## src/rtl/synth_pkg.sv

```systemverilog
// ============================================================================
//  synth_pkg
//  Shared types and default sizes for the voice allocator slice.
//  Revision: 1.0
// ============================================================================
`default_nettype none

package synth_pkg;

  localparam int NUM_NOTES_DEF  = 8;
  localparam int NUM_VOICES_DEF = 4;
  localparam int AGE_W_DEF      = 4;
  localparam int NOTE_W_DEF     = $clog2(NUM_NOTES_DEF);
  localparam int VOICE_W_DEF    = $clog2(NUM_VOICES_DEF);

  typedef logic [NOTE_W_DEF-1:0]  note_idx_t;
  typedef logic [VOICE_W_DEF-1:0] voice_idx_t;
  typedef logic [AGE_W_DEF-1:0]   age_t;

  typedef struct packed {
    logic      active;
    note_idx_t note;
    age_t      age;
  } voice_t;

  typedef enum logic [0:0] {
    ST_IDLE  = 1'b0,
    ST_SERVE = 1'b1
  } ctrl_state_t;

endpackage

`default_nettype wire

```

## src/rtl/voice_select.sv

```systemverilog
// ============================================================================
//  voice_select
//  Combinational search of the voice pool: note hit, lowest free, oldest.
//  Revision: 1.0
// ============================================================================
`default_nettype none

module voice_select
  import synth_pkg::*;
#(
  parameter int NUM_VOICES = NUM_VOICES_DEF
) (
  input  voice_t [NUM_VOICES-1:0] voices_i,
  input  note_idx_t               note_i,
  output logic                    hit_o,
  output voice_idx_t              hit_idx_o,
  output logic                    free_o,
  output voice_idx_t              free_idx_o,
  output voice_idx_t              oldest_idx_o
);

  age_t oldest_age;

  always_comb begin
    hit_o        = 1'b0;
    hit_idx_o    = '0;
    free_o       = 1'b0;
    free_idx_o   = '0;
    oldest_idx_o = '0;
    oldest_age   = voices_i[0].age;
    // Descending scan so the lowest matching index is the one left standing.
    for (int v = NUM_VOICES - 1; v >= 0; v--) begin
      if (voices_i[v].active && (voices_i[v].note == note_i)) begin
        hit_o     = 1'b1;
        hit_idx_o = voice_idx_t'(v);
      end
      if (!voices_i[v].active) begin
        free_o     = 1'b1;
        free_idx_o = voice_idx_t'(v);
      end
    end
    // Strict compare keeps ties on the lowest index.
    for (int v = 1; v < NUM_VOICES; v++) begin
      if (voices_i[v].age > oldest_age) begin
        oldest_age   = voices_i[v].age;
        oldest_idx_o = voice_idx_t'(v);
      end
    end
  end

endmodule

`default_nettype wire

```

## src/rtl/voice_allocator.sv

```systemverilog
// ============================================================================
//  voice_allocator
//  Allocates a pool of voices to note triggers; retrigger, free or steal.
//  Optional feature macro: VOICE_STEAL_EN (steal oldest voice instead of drop).
//  Revision: 1.0
// ============================================================================
`default_nettype none

module voice_allocator
  import synth_pkg::*;
#(
  parameter int NUM_NOTES  = NUM_NOTES_DEF,
  parameter int NUM_VOICES = NUM_VOICES_DEF,
  parameter int NOTE_W     = $clog2(NUM_NOTES),
  parameter int AGE_W      = AGE_W_DEF
) (
  input  logic                         clk_in,
  input  logic                         rst_in,
  input  logic [NUM_NOTES-1:0]         gate_in,
  input  logic [NUM_NOTES-1:0]         trigger_in,
  output logic [NUM_VOICES-1:0]        voice_active_out,
  output logic [NUM_VOICES*NOTE_W-1:0] voice_note_out,
  output logic [NUM_VOICES-1:0]        voice_trigger_out,
  output logic                         busy_out,
  output logic                         drop_out
);

  localparam age_t AGE_MAX = age_t'((1 << AGE_W) - 1);

  voice_t [NUM_VOICES-1:0] voices_q, voices_d;
  logic [NUM_NOTES-1:0]    pending_q, pending_d;
  logic [NUM_NOTES-1:0]    live, serviced;
  ctrl_state_t             state_q, state_d;
  logic [NUM_VOICES-1:0]   trig_q, trig_d;
  logic                    drop_q, drop_d;

  logic       svc_valid;
  note_idx_t  svc_note;
  logic       hit, free, alloc;
  voice_idx_t hit_idx, free_idx, oldest_idx, tgt;

  voice_select #(.NUM_VOICES(NUM_VOICES)) u_select (
    .voices_i     (voices_q),
    .note_i       (svc_note),
    .hit_o        (hit),
    .hit_idx_o    (hit_idx),
    .free_o       (free),
    .free_idx_o   (free_idx),
    .oldest_idx_o (oldest_idx)
  );

`ifndef VOICE_STEAL_EN
  logic unused_oldest;
  assign unused_oldest = ^oldest_idx;
`endif

  // Pending bits whose gate has already fallen are never served.
  assign live = (state_q == ST_SERVE) ? (pending_q & gate_in) : '0;

  always_comb begin
    svc_valid = 1'b0;
    svc_note  = '0;
    serviced  = '0;
    for (int n = NUM_NOTES - 1; n >= 0; n--) begin
      if (live[n]) begin
        svc_valid = 1'b1;
        svc_note  = note_idx_t'(n);
      end
    end
    if (svc_valid) serviced[svc_note] = 1'b1;
    // A fresh trigger on the bit being served re-arms it.
    pending_d = ((pending_q & ~serviced) | trigger_in) & gate_in;
    state_d   = (pending_d != '0) ? ST_SERVE : ST_IDLE;
  end

  always_comb begin
    voices_d = voices_q;
    trig_d   = '0;
    drop_d   = 1'b0;
    alloc    = 1'b0;
    tgt      = '0;
    if (svc_valid) begin
      if (hit) begin
        alloc = 1'b1;
        tgt   = hit_idx;
      end else if (free) begin
        alloc = 1'b1;
        tgt   = free_idx;
      end else begin
`ifdef VOICE_STEAL_EN
        alloc = 1'b1;
        tgt   = oldest_idx;
`else
        drop_d = 1'b1;
`endif
      end
    end
    for (int v = 0; v < NUM_VOICES; v++) begin
      if (voices_q[v].active && !gate_in[voices_q[v].note])
        voices_d[v].active = 1'b0;
      if (alloc && voices_q[v].active && (voice_idx_t'(v) != tgt) &&
          (voices_q[v].age != AGE_MAX))
        voices_d[v].age = voices_q[v].age + age_t'(1);
    end
    // Applied last so an allocation overrides a same-cycle release.
    if (alloc) begin
      voices_d[tgt].active = 1'b1;
      voices_d[tgt].note   = svc_note;
      voices_d[tgt].age    = '0;
      trig_d[tgt]          = 1'b1;
    end
  end

  always_ff @(posedge clk_in) begin
    if (rst_in) begin
      voices_q  <= '0;
      pending_q <= '0;
      state_q   <= ST_IDLE;
      trig_q    <= '0;
      drop_q    <= 1'b0;
    end else begin
      voices_q  <= voices_d;
      pending_q <= pending_d;
      state_q   <= state_d;
      trig_q    <= trig_d;
      drop_q    <= drop_d;
    end
  end

  generate
    for (genvar v = 0; v < NUM_VOICES; v++) begin : g_out
      assign voice_active_out[v]                 = voices_q[v].active;
      assign voice_note_out[v*NOTE_W +: NOTE_W]  = voices_q[v].note;
    end
  endgenerate

  assign voice_trigger_out = trig_q;
  assign drop_out          = drop_q;
  assign busy_out          = |pending_q;

endmodule

`default_nettype wire
```

## config.mk

```make
export PLATFORM = sky130hd
export DESIGN_NAME = voice_allocator
export DESIGN_NICKNAME = d
export VERILOG_FILES = /design/src/rtl/synth_pkg.sv /design/src/rtl/voice_select.sv /design/src/rtl/voice_allocator.sv
export SDC_FILE = /design/constraint.sdc
export NUM_CORES = 1
export LEC_CHECK = 0
export ABC_AREA = 1
export BUFFER_PORTS_ARGS = -buffer_cell sky130_fd_sc_hd__buf_4
export CAP_MARGIN = 20
export CORE_ASPECT_RATIO = 0.75
export CORE_MARGIN = 3
export CORE_UTILIZATION = 35
export DETAILED_ROUTE_END_ITERATION = 7
export SLEW_MARGIN = 5
export SYNTH_ARGS = -nofsm -noshare
export SYNTH_HDL_FRONTEND = slang
export SYNTH_SLANG_ARGS = --single-unit
export TNS_END_PERCENT = 5
```

## constraint.sdc

```tcl
create_clock -name clk_in -period 2.91 [get_ports clk_in]
set_clock_uncertainty 0.15 [all_clocks]
set_input_delay 0.4365 -clock clk_in [delete_from_list [all_inputs] [get_ports clk_in]]
set_output_delay 0.4365 -clock clk_in [all_outputs]
set_load 0.01 [all_outputs]
```

# Word level (Yosys, flattened, before mapping)
# Index checks and enable logic that the tools add are counted.
[word_totals]
reg_bits = 46
input_bits = 18
out_inout_bits = 22
word_cells = 149
[op_classes]
add_sub_neg = 4
magnitude_cmp = 8
eq_ne = 11
n_mux = 72
bitwise = 7
reduce_logical = 31
[op_table]
columns = ["cell", "count"]
rows = [
  ["$bwmux 32", 3],
  ["$demux 8 s2", 3],
  ["$mux 32", 1],
  ["$mux 1", 31],
  ["$and 8x8->8", 3],
  ["$mux 3", 8],
  ["$mux 8", 3],
  ["$logic_and 1x1->1", 22],
  ["$mux 2", 11],
  ["$lt 3x4->1 const B", 5],
  ["$mux 4", 5],
  ["$add 4x1->4 const B", 4],
  ["$ne 4x4->1 const B", 4],
  ["$bmux 1 s3", 4],
  ["$eq 3x3->1", 4],
  ["$not 8->8", 1],
  ["$or 8x8->8", 1],
  ["$reduce_bool 8->1", 1],
  ["$reduce_or 8->1", 1],
  ["$mux 7", 1],
  ["$logic_not 1->1", 4],
  ["$ne 2x2->1 const A", 2],
  ["$demux 1 s3", 1],
  ["$ge 3x1->1 const B", 1],
  ["8 further kinds", 9],
]

# Longest topological paths before layout
# Gate-level depths: netlist of run 1.
[logic_depth]
depth_word = 26
ltp_mapped = 21
ltp_nobuf = 20

# By module
# From an unflattened synthesis of run 1, not the netlist that was laid out.
[unflattened]
cells_unflattened = 483
hier_area_um2 = 3191.8
[by_module_without_submodules]
columns = ["module", "n_inst", "cells_per_inst", "area_per_inst_um2", "seq_area_each_um2"]
rows = [
  ["voice_allocator", 1, 350, 2506.2, 920.9],
  ["voice_select", 1, 133, 685.7, 0.0],
]

# Worst setup path after synthesis of run 1
# No wires, ideal clock.
[synth_timing]
path_kind = "input to register"
startpoint = "input port gate_in[0]"
endpoint = "register with a tool-made name"
setup_time_ns = 0.113
arrival_time_ns = 1.924
required_ns = 2.647
setup_slack_ns = 0.723
stages = 15
path_buffers = 0
path_cell_list = "nand3_2 -> nand2_4 -> nor2_4 -> nand2_4 -> nand2_1 -> nand3_1 -> nor2_2 -> nand3_2 -> nor2b_4 -> nor2_4 -> nand2_8 -> inv_8 -> nand2_4 -> o21ai_1 -> nor2_1"
[synth_rtl]
columns = ["item", "line", "rtl"]
rows = [
  ["start, declared", "voice_allocator.sv:19", "input logic [NUM_NOTES-1:0] gate_in,"],
]

==> impl_metrics.yaml, run 1 <==
outcome:
  status: "finished, final reports clean"
min_path:
  hold_class: "in -> reg"
layout:
  syn2layout_area_growth_pct: 24.1
  antenna_cells: 0
  drive_gt1_frac: 0.308
  fin_cells: 416
  stdcell_area_um2: 2630
  utilization: 0.471
  nets: 358
sta:
  tns_ns: 0
  max_freq_ghz: 0.409
  setup_viol: 0
  rsz0062_at_grt: "no"
  min_period_ns: 2.45
  holdWs_ns: 0.295
  worst_pin_slew_ns: 0.709
  finalHoldViolCount: 0
  slew_headroom: 0.524
  slew_viol_final: 0
  period_share: 0.841
power_and_ir_drop:
  p_sw_mw: 0.390
  p_leak_nw: 1.12
  ir_drop_mv: 0.281
  p_int_mw: 0.919
  clkPwrFrac: 0.404
  share_comb_of_total_power: 0.237
  power-per-cell-area_nw_per_um2: 498
  swShare: 0.298
  p_seq_frac: 0.359
yosys:
  yosysTopAreaCell: "dfxtp_1"
  avgSynthCellArea_um2: 7.11
  synth_seq_cells: 30
  yosys-top-cells-area: "dfxtp_1 28%, nand2_1 9.2%, nand2_4 7.4%"
  ys_seq_area_frac: 0.283
  synth_top_area_share: 0.283
  ys_warn_count: 0
  ys_types: 33
  syn_inst: 298
  syn-cell-area_um2: 2120
  syn-num-nets: 316
cts:
  numCtsBuffers: 5
  hold_buffers: 0
  clockRootBuffer: "clkbuf_8"
  cts.sinks: 30
  clk_pin_slew_ns: 0.07
  cts_max_path_buffers: 2
  post_cts_buffers: 0
  htreeDepth: 2
  cts_tree: "done"
  ctsResizeCount: 0
  clock_latency_ns: 0.28
worst_setup_path:
  critPathLaunchType: "flip-flop"
  crit_required_ns: 2.95
  worstPathArrival_ns: 2.48
  endpoint_kind: "flip-flop"
  critPathKind: "reg -> reg"
  crit_fanout: 11
global_route:
  grt_max_degree: 20
  grt_first_pass_wirelength_mm: 9.92
  antenna_found_initial: 0
  grt_pass1_vias: 1897
  grt_usage: 0.185
  overflow: 0
floorplan:
  initial_core_util: 0.380
  coreArea_um2: 5580
  row_count: 23
  io_pins: 40
  dieArea_um2: 7040
  die_w_um: 95.9
  die_h_um: 73.4
placed_design:
  dp_hpwl_mm: 4.79
  place_inst: 408
  gp_congestion: 0.884
  port_buffers: 39
  place_area_um2: 2490
detailed_routing:
  detail_route.first_pass.iterations: 5
  vias: 2101
  routed_wl_mm: 6.14
  wl_per_cell_um: 14.8
  viasPerCell: 5.05
  route.detailed.drc: 0
  antenna_left: 0
  drt_iter0_markers: 183
run:
  maxCapViolCount: 0
area by class of cell:
type | instances | area [um2]
Clock inverter | 2 | 60.1
Clock buffer | 6 | 82.6
Fill cell | 591 | 2950
Sequential cell | 30 | 601
Inverter | 34 | 140
Tap cell | 75 | 93.8
Multi-Input combinational cell | 228 | 1350
Timing Repair Buffer | 41 | 308
per-layer routing:
metal	global-route usage	routed length, um	share of wire	vias to the layer above
li1	-	-	-	1061
met2	0.253	2530	0.41	83
met4	0.0410	62	0.010	0
met3	0.0409	480	0.078	9
met5	0	0	0	-
met1	0.289	3070	0.50	948
power by group through the flow:
stage | clock network (mW) | logic, mW | registers, mW
floorplan | 0 | 0.217 | 0.471
global placement | 0 | 0.309 | 0.479
detailed placement | 0 | 0.309 | 0.478
CTS | 0.533 | 0.311 | 0.469
global route | 0.550 | 0.343 | 0.473
finish | 0.528 | 0.310 | 0.470
cell families after synthesis:
group / count (synthesis) / synth area share
buffers and inverters: 40 / 0.0821
flip-flops: 30 / 0.283
AND/OR/NAND/NOR: 168 / 0.475
AO/OA/AOI/OAI: 60 / 0.160
cell usage in the layout (no fill, tap or decap), types with 2 or more instances in the layout:
cell and n:
a21oi_1 16, a21oi_2 2, buf_4 41, bufinv_16 2, clkbuf_8 6, dfxtp_1 30, inv_1 26, inv_2 6
nand2_1 52, nand2_2 6, nand2_4 14, nand2_8 2, nand3_1 21, nand3_2 10, nand3_4 2, nand3b_1 3
nand4_1 2, nor2_1 41, nor2_2 4, nor2_4 4, nor2_8 2, nor3_1 2, nor4_1 2, o211ai_1 4
o21a_1 2, o21ai_0 31, o21ai_1 2
synthesized netlist by cell type (all sizes together):
library cell,n
nor4,2
clkbuf,2
buf,4
o21ai,33
a21oi,19
a31oi,1
nand3,33
nor3,2
nand4,2
inv,34
o21a,2
nand3b,3
nand2,74
dfxtp,30
nor2b,1
o211ai,4
nor2,51
o221ai,1
worst max-delay path, cell delays in order (launching register included):
cell	delay, ns
dfxtp_1	0.31
buf_4	0.22
nand3_4	0.09
nand2_1	0.08
nand2_1	0.05
nand2_1	0.09
nand2_1	0.07
nand2_2	0.07
nand2_4	0.08
nand2_4	0.15
nand2_1	0.09
nand3_2	0.13
nand2_4	0.08
nor2_8	0.15
nand2_4	0.08
nand2_8	0.12
inv_8	0.06
nor2_8	0.12
nand2_1	0.07
nand2_1	0.05
nor2_1	0.04
final timing paths:
path | startpoint | slack, ns | cells past startpoint | to
worst max-delay path | state_q | 0.46 | 20 | flip-flop
worst min-delay path | trigger_in[0] | 0.29 | 3 | pending_q[0]
worst max register to register | state_q | 0.46 | 20 | flip-flop
worst min register to register | flip-flop | 0.42 | 2 | flip-flop
metrics by stage:
step                setup slack (ns)  total power [mW]
detailed placement             0.383             0.787
global route                   0.256              1.37
floorplan                      0.723             0.687
CTS                            0.489              1.31
global placement               0.379             0.788
finish                         0.463              1.31
Note: power is estimated with default switching activity, not from simulation.
==> run 2: changes to the inputs <==
--- a/config.mk
+++ b/config.mk
@@ -5,7 +5,7 @@
 export SDC_FILE = /design/constraint.sdc
 export NUM_CORES = 1
 export LEC_CHECK = 0
-export ABC_AREA = 1
+export ABC_AREA = 0
 export BUFFER_PORTS_ARGS = -buffer_cell sky130_fd_sc_hd__buf_4
 export CAP_MARGIN = 20
 export CORE_ASPECT_RATIO = 0.75
==> constraint.sdc (replaced) <==
create_clock -name clk_in -period 1.99 [get_ports clk_in]
set_clock_uncertainty 0.15 [all_clocks]
set_input_delay 0.2985 -clock clk_in [delete_from_list [all_inputs] [get_ports clk_in]]
set_output_delay 0.2985 -clock clk_in [all_outputs]
set_load 0.01 [all_outputs]
==> impl_metrics.yaml, run 2 <==
sta:
  tns_ns: -7.99
  period_share: 1.25
  max_freq_ghz: 0.401
  slew_headroom: 0.738
  setup_ws_ns: -0.504
  slew_viol_final: 0
  setup_viol: 22
  rsz0062_at_grt: "yes"
  finalHoldViolCount: 0
  min_period_ns: 2.49
  worst_pin_slew_ns: 0.392
placed_design:
  place_area_um2: 2810
  gp_congestion: 0.936
  post-place-ws_ns: -0.504
  dp_hpwl_mm: 5.34
  port_buffers: 39
  place_inst: 380
cts:
  cts_max_path_buffers: 2
  hold_buffers: 0
  clock_latency_ns: 0.29
  numCtsBuffers: 5
  clockRootBuffer: "clkbuf_8"
  clk_pin_slew_ns: 0.07
  cts_tree: "done"
  cts.sinks: 30
  htreeDepth: 2
layout:
  nets: 333
  seq_area_um2: 613
  antenna_cells: 0
  final_common_cell: "buf_4"
  fin_cells: 391
  syn2layout_area_growth_pct: 52.4
  stdcell_area_um2: 3090
  mostFrequentLayoutCells: "100 x buf_4, 24 x dfxtp_1, 15 x nand2_1, 15 x nor2_1, 15 x mux2i_1"
  multi_input_area_um2: 1500
  fillCellCount: 493
  drive_gt1_frac: 0.503
worst_setup_path:
  slowest_stage: "dfxtp_2"
  critPathLaunch: "pending_q[0]"
  crit_required_ns: 2.01
  r2r_slack_ns: -0.50
  crit_fanout: 6
  crit-reg2reg-launch: "pending_q[0]"
  cpPeakStageDelay_ns: 0.34
  worstPathArrival_ns: 2.51
  worst_r2r_path_depth: 10
  path_cells: "a22oi_2 > buf_6 > o2111ai_4 > xnor2_1 > a2111o_1 > buf_4 > a2111oi_4 > buf_4 > o211ai_4 > mux2i_1"
  critPathLaunchType: "flip-flop"
  cpMostUsedCell: "buf_4"
  critPathKind: "reg -> reg"
  endpoint_kind: "flip-flop"
power_and_ir_drop:
  ir_drop_mv: 0.247
  p_total_mw: 1.60
  power-per-cell-area_nw_per_um2: 519
  share_comb_of_total_power: 0.231
  p_sw_mw: 0.443
  p_leak_nw: 1.31
  clkPwrFrac: 0.369
  p_int_mw: 1.16
  swShare: 0.277
  p_seq_frac: 0.400
floorplan:
  row_count: 23
  io_pins: 40
  dieArea_um2: 6750
  die_w_um: 93.8
  initial_core_util: 0.370
  coreArea_um2: 5470
  die_h_um: 71.9
detailed_routing:
  drt_iter0_markers: 146
  detail_route.first_pass.iterations: 4
  viasPerCell: 5.50
  antenna_left: 0
  wl_per_cell_um: 17.6
  vias: 2149
  route.detailed.drc: 0
  routed_wl_mm: 6.88
yosys:
  yosysTopAreaCell: "dfxtp_1"
  synth_top_cells_by_count: "30 x dfxtp_1, 19 x nand2_1, 15 x mux2i_1, 15 x nor2_1, 15 x o21ai_0"
  ys_warn_count: 0
  avgSynthCellArea_um2: 9.29
  synth_seq_cells: 30
  yosysMostFrequentCell: "dfxtp_1"
  ys_types: 57
  syn-cell-area_um2: 2030
  synth_edf_count: 0
  yosys-top-cells-area: "dfxtp_1 30%, mux2i_1 7.4%, mux4_1 5.2%"
  syn-num-nets: 236
  async_flop_share: 0
  synthFlopType: "dfxtp_1"
  ys_seq_area_frac: 0.296
  syn_inst: 218
  synth_top_area_share: 0.296
outcome:
  status: "complete, but fails checks"
  violations: "negative setup slack"
global_route:
  overflow: 0
  grt_first_pass_wirelength_mm: 10.8
  grt_usage: 0.210
  antenna_found_initial: 0
  grt_pass1_vias: 2044
  grt_max_degree: 35
min_path:
  holdPathStages: 3
  hold_class: "in -> reg"
  min-delay-start: "trigger_in[7]"
run:
  maxCapViolCount: 0
run 2: cell types whose count changed after synthesis, sizes merged, moves of 12 or more:
cell / change
inv: -33
mux2i: +15
nand2: -54
nand2b: +12
nand3: -29
nor2: -36
o21ai: -17
run 2: logic make-up (layout without fill, tap and decap cells):
kind of cell,count (synthesis),in the layout,synth area share
compound gates,60,60,0.229
xor+xnor,5,5,0.0216
buf+inv,12,110,0.0259
flops,30,30,0.296
mux,29,29,0.204
simple gates,82,82,0.224
run 2: repair_timing:
action | in CTS | in global routing
pin swaps | 16 | 7
resized for setup | 18 | 19
setup buffers | 1 | 2
endpoints found under the setup margin | 25 | 27
run 2: per-stage QoR:
stage	hold WS, ns	utilization
floorplan	0.298	-
global placement	0.371	0.514
detailed placement	0.374	0.514
CTS	0.146	0.549
global route	0.121	0.565
finish	0.118	0.565
run 2: worst max-delay path, delay by kind of cell, from the launching register on:
kind            cells  cell delay [ns]
compound gates      5             1.07
xor+xnor            1             0.16
buf+inv             3             0.51
flops               1             0.34
mux                 1             0.14
run 2: how the worst min path moves through the flow:
| stage | slack, ns | end |
|---|---|---|
| finish | 0.12 | pending_q[7] |
| detailed placement | 0.37 | voice_active_out[2] |
| floorplan | 0.30 | pending_q[2] |
| global route | 0.12 | pending_q[3] |
| global placement | 0.37 | flip-flop |
| CTS | 0.15 | pending_q[2] |
run 2: final cells by class:
cell class              instances  share of cell area
multi-input cells             176               0.487
repair buffers                101               0.247
well taps                      75              0.0304
inverters                       1             0.00122
flip-flops and latches         30               0.199
clock buffers                   8              0.0357
run 2: power by group through the flow:
stage          combinational (mW)  clock (mW)  sequential (mW)
2_1_floorplan               0.166           0            0.651
5_1_grt                     0.399       0.627            0.643
4_1_cts                     0.356       0.598            0.641
6_report                    0.370       0.591            0.641
3_5_place_dp                0.340           0            0.653
3_3_place_gp                0.339           0            0.653
run 2: routing by layer:
layer / share of wire / GRT usage / vias to the layer above
met5: 0 / 0 / -
met1: 0.50 / 0.318 / 1047
li1: - / - / 1024
met3: 0.066 / 0.0441 / 6
met4: 0.0084 / 0.0481 / 0
met2: 0.43 / 0.303 / 72
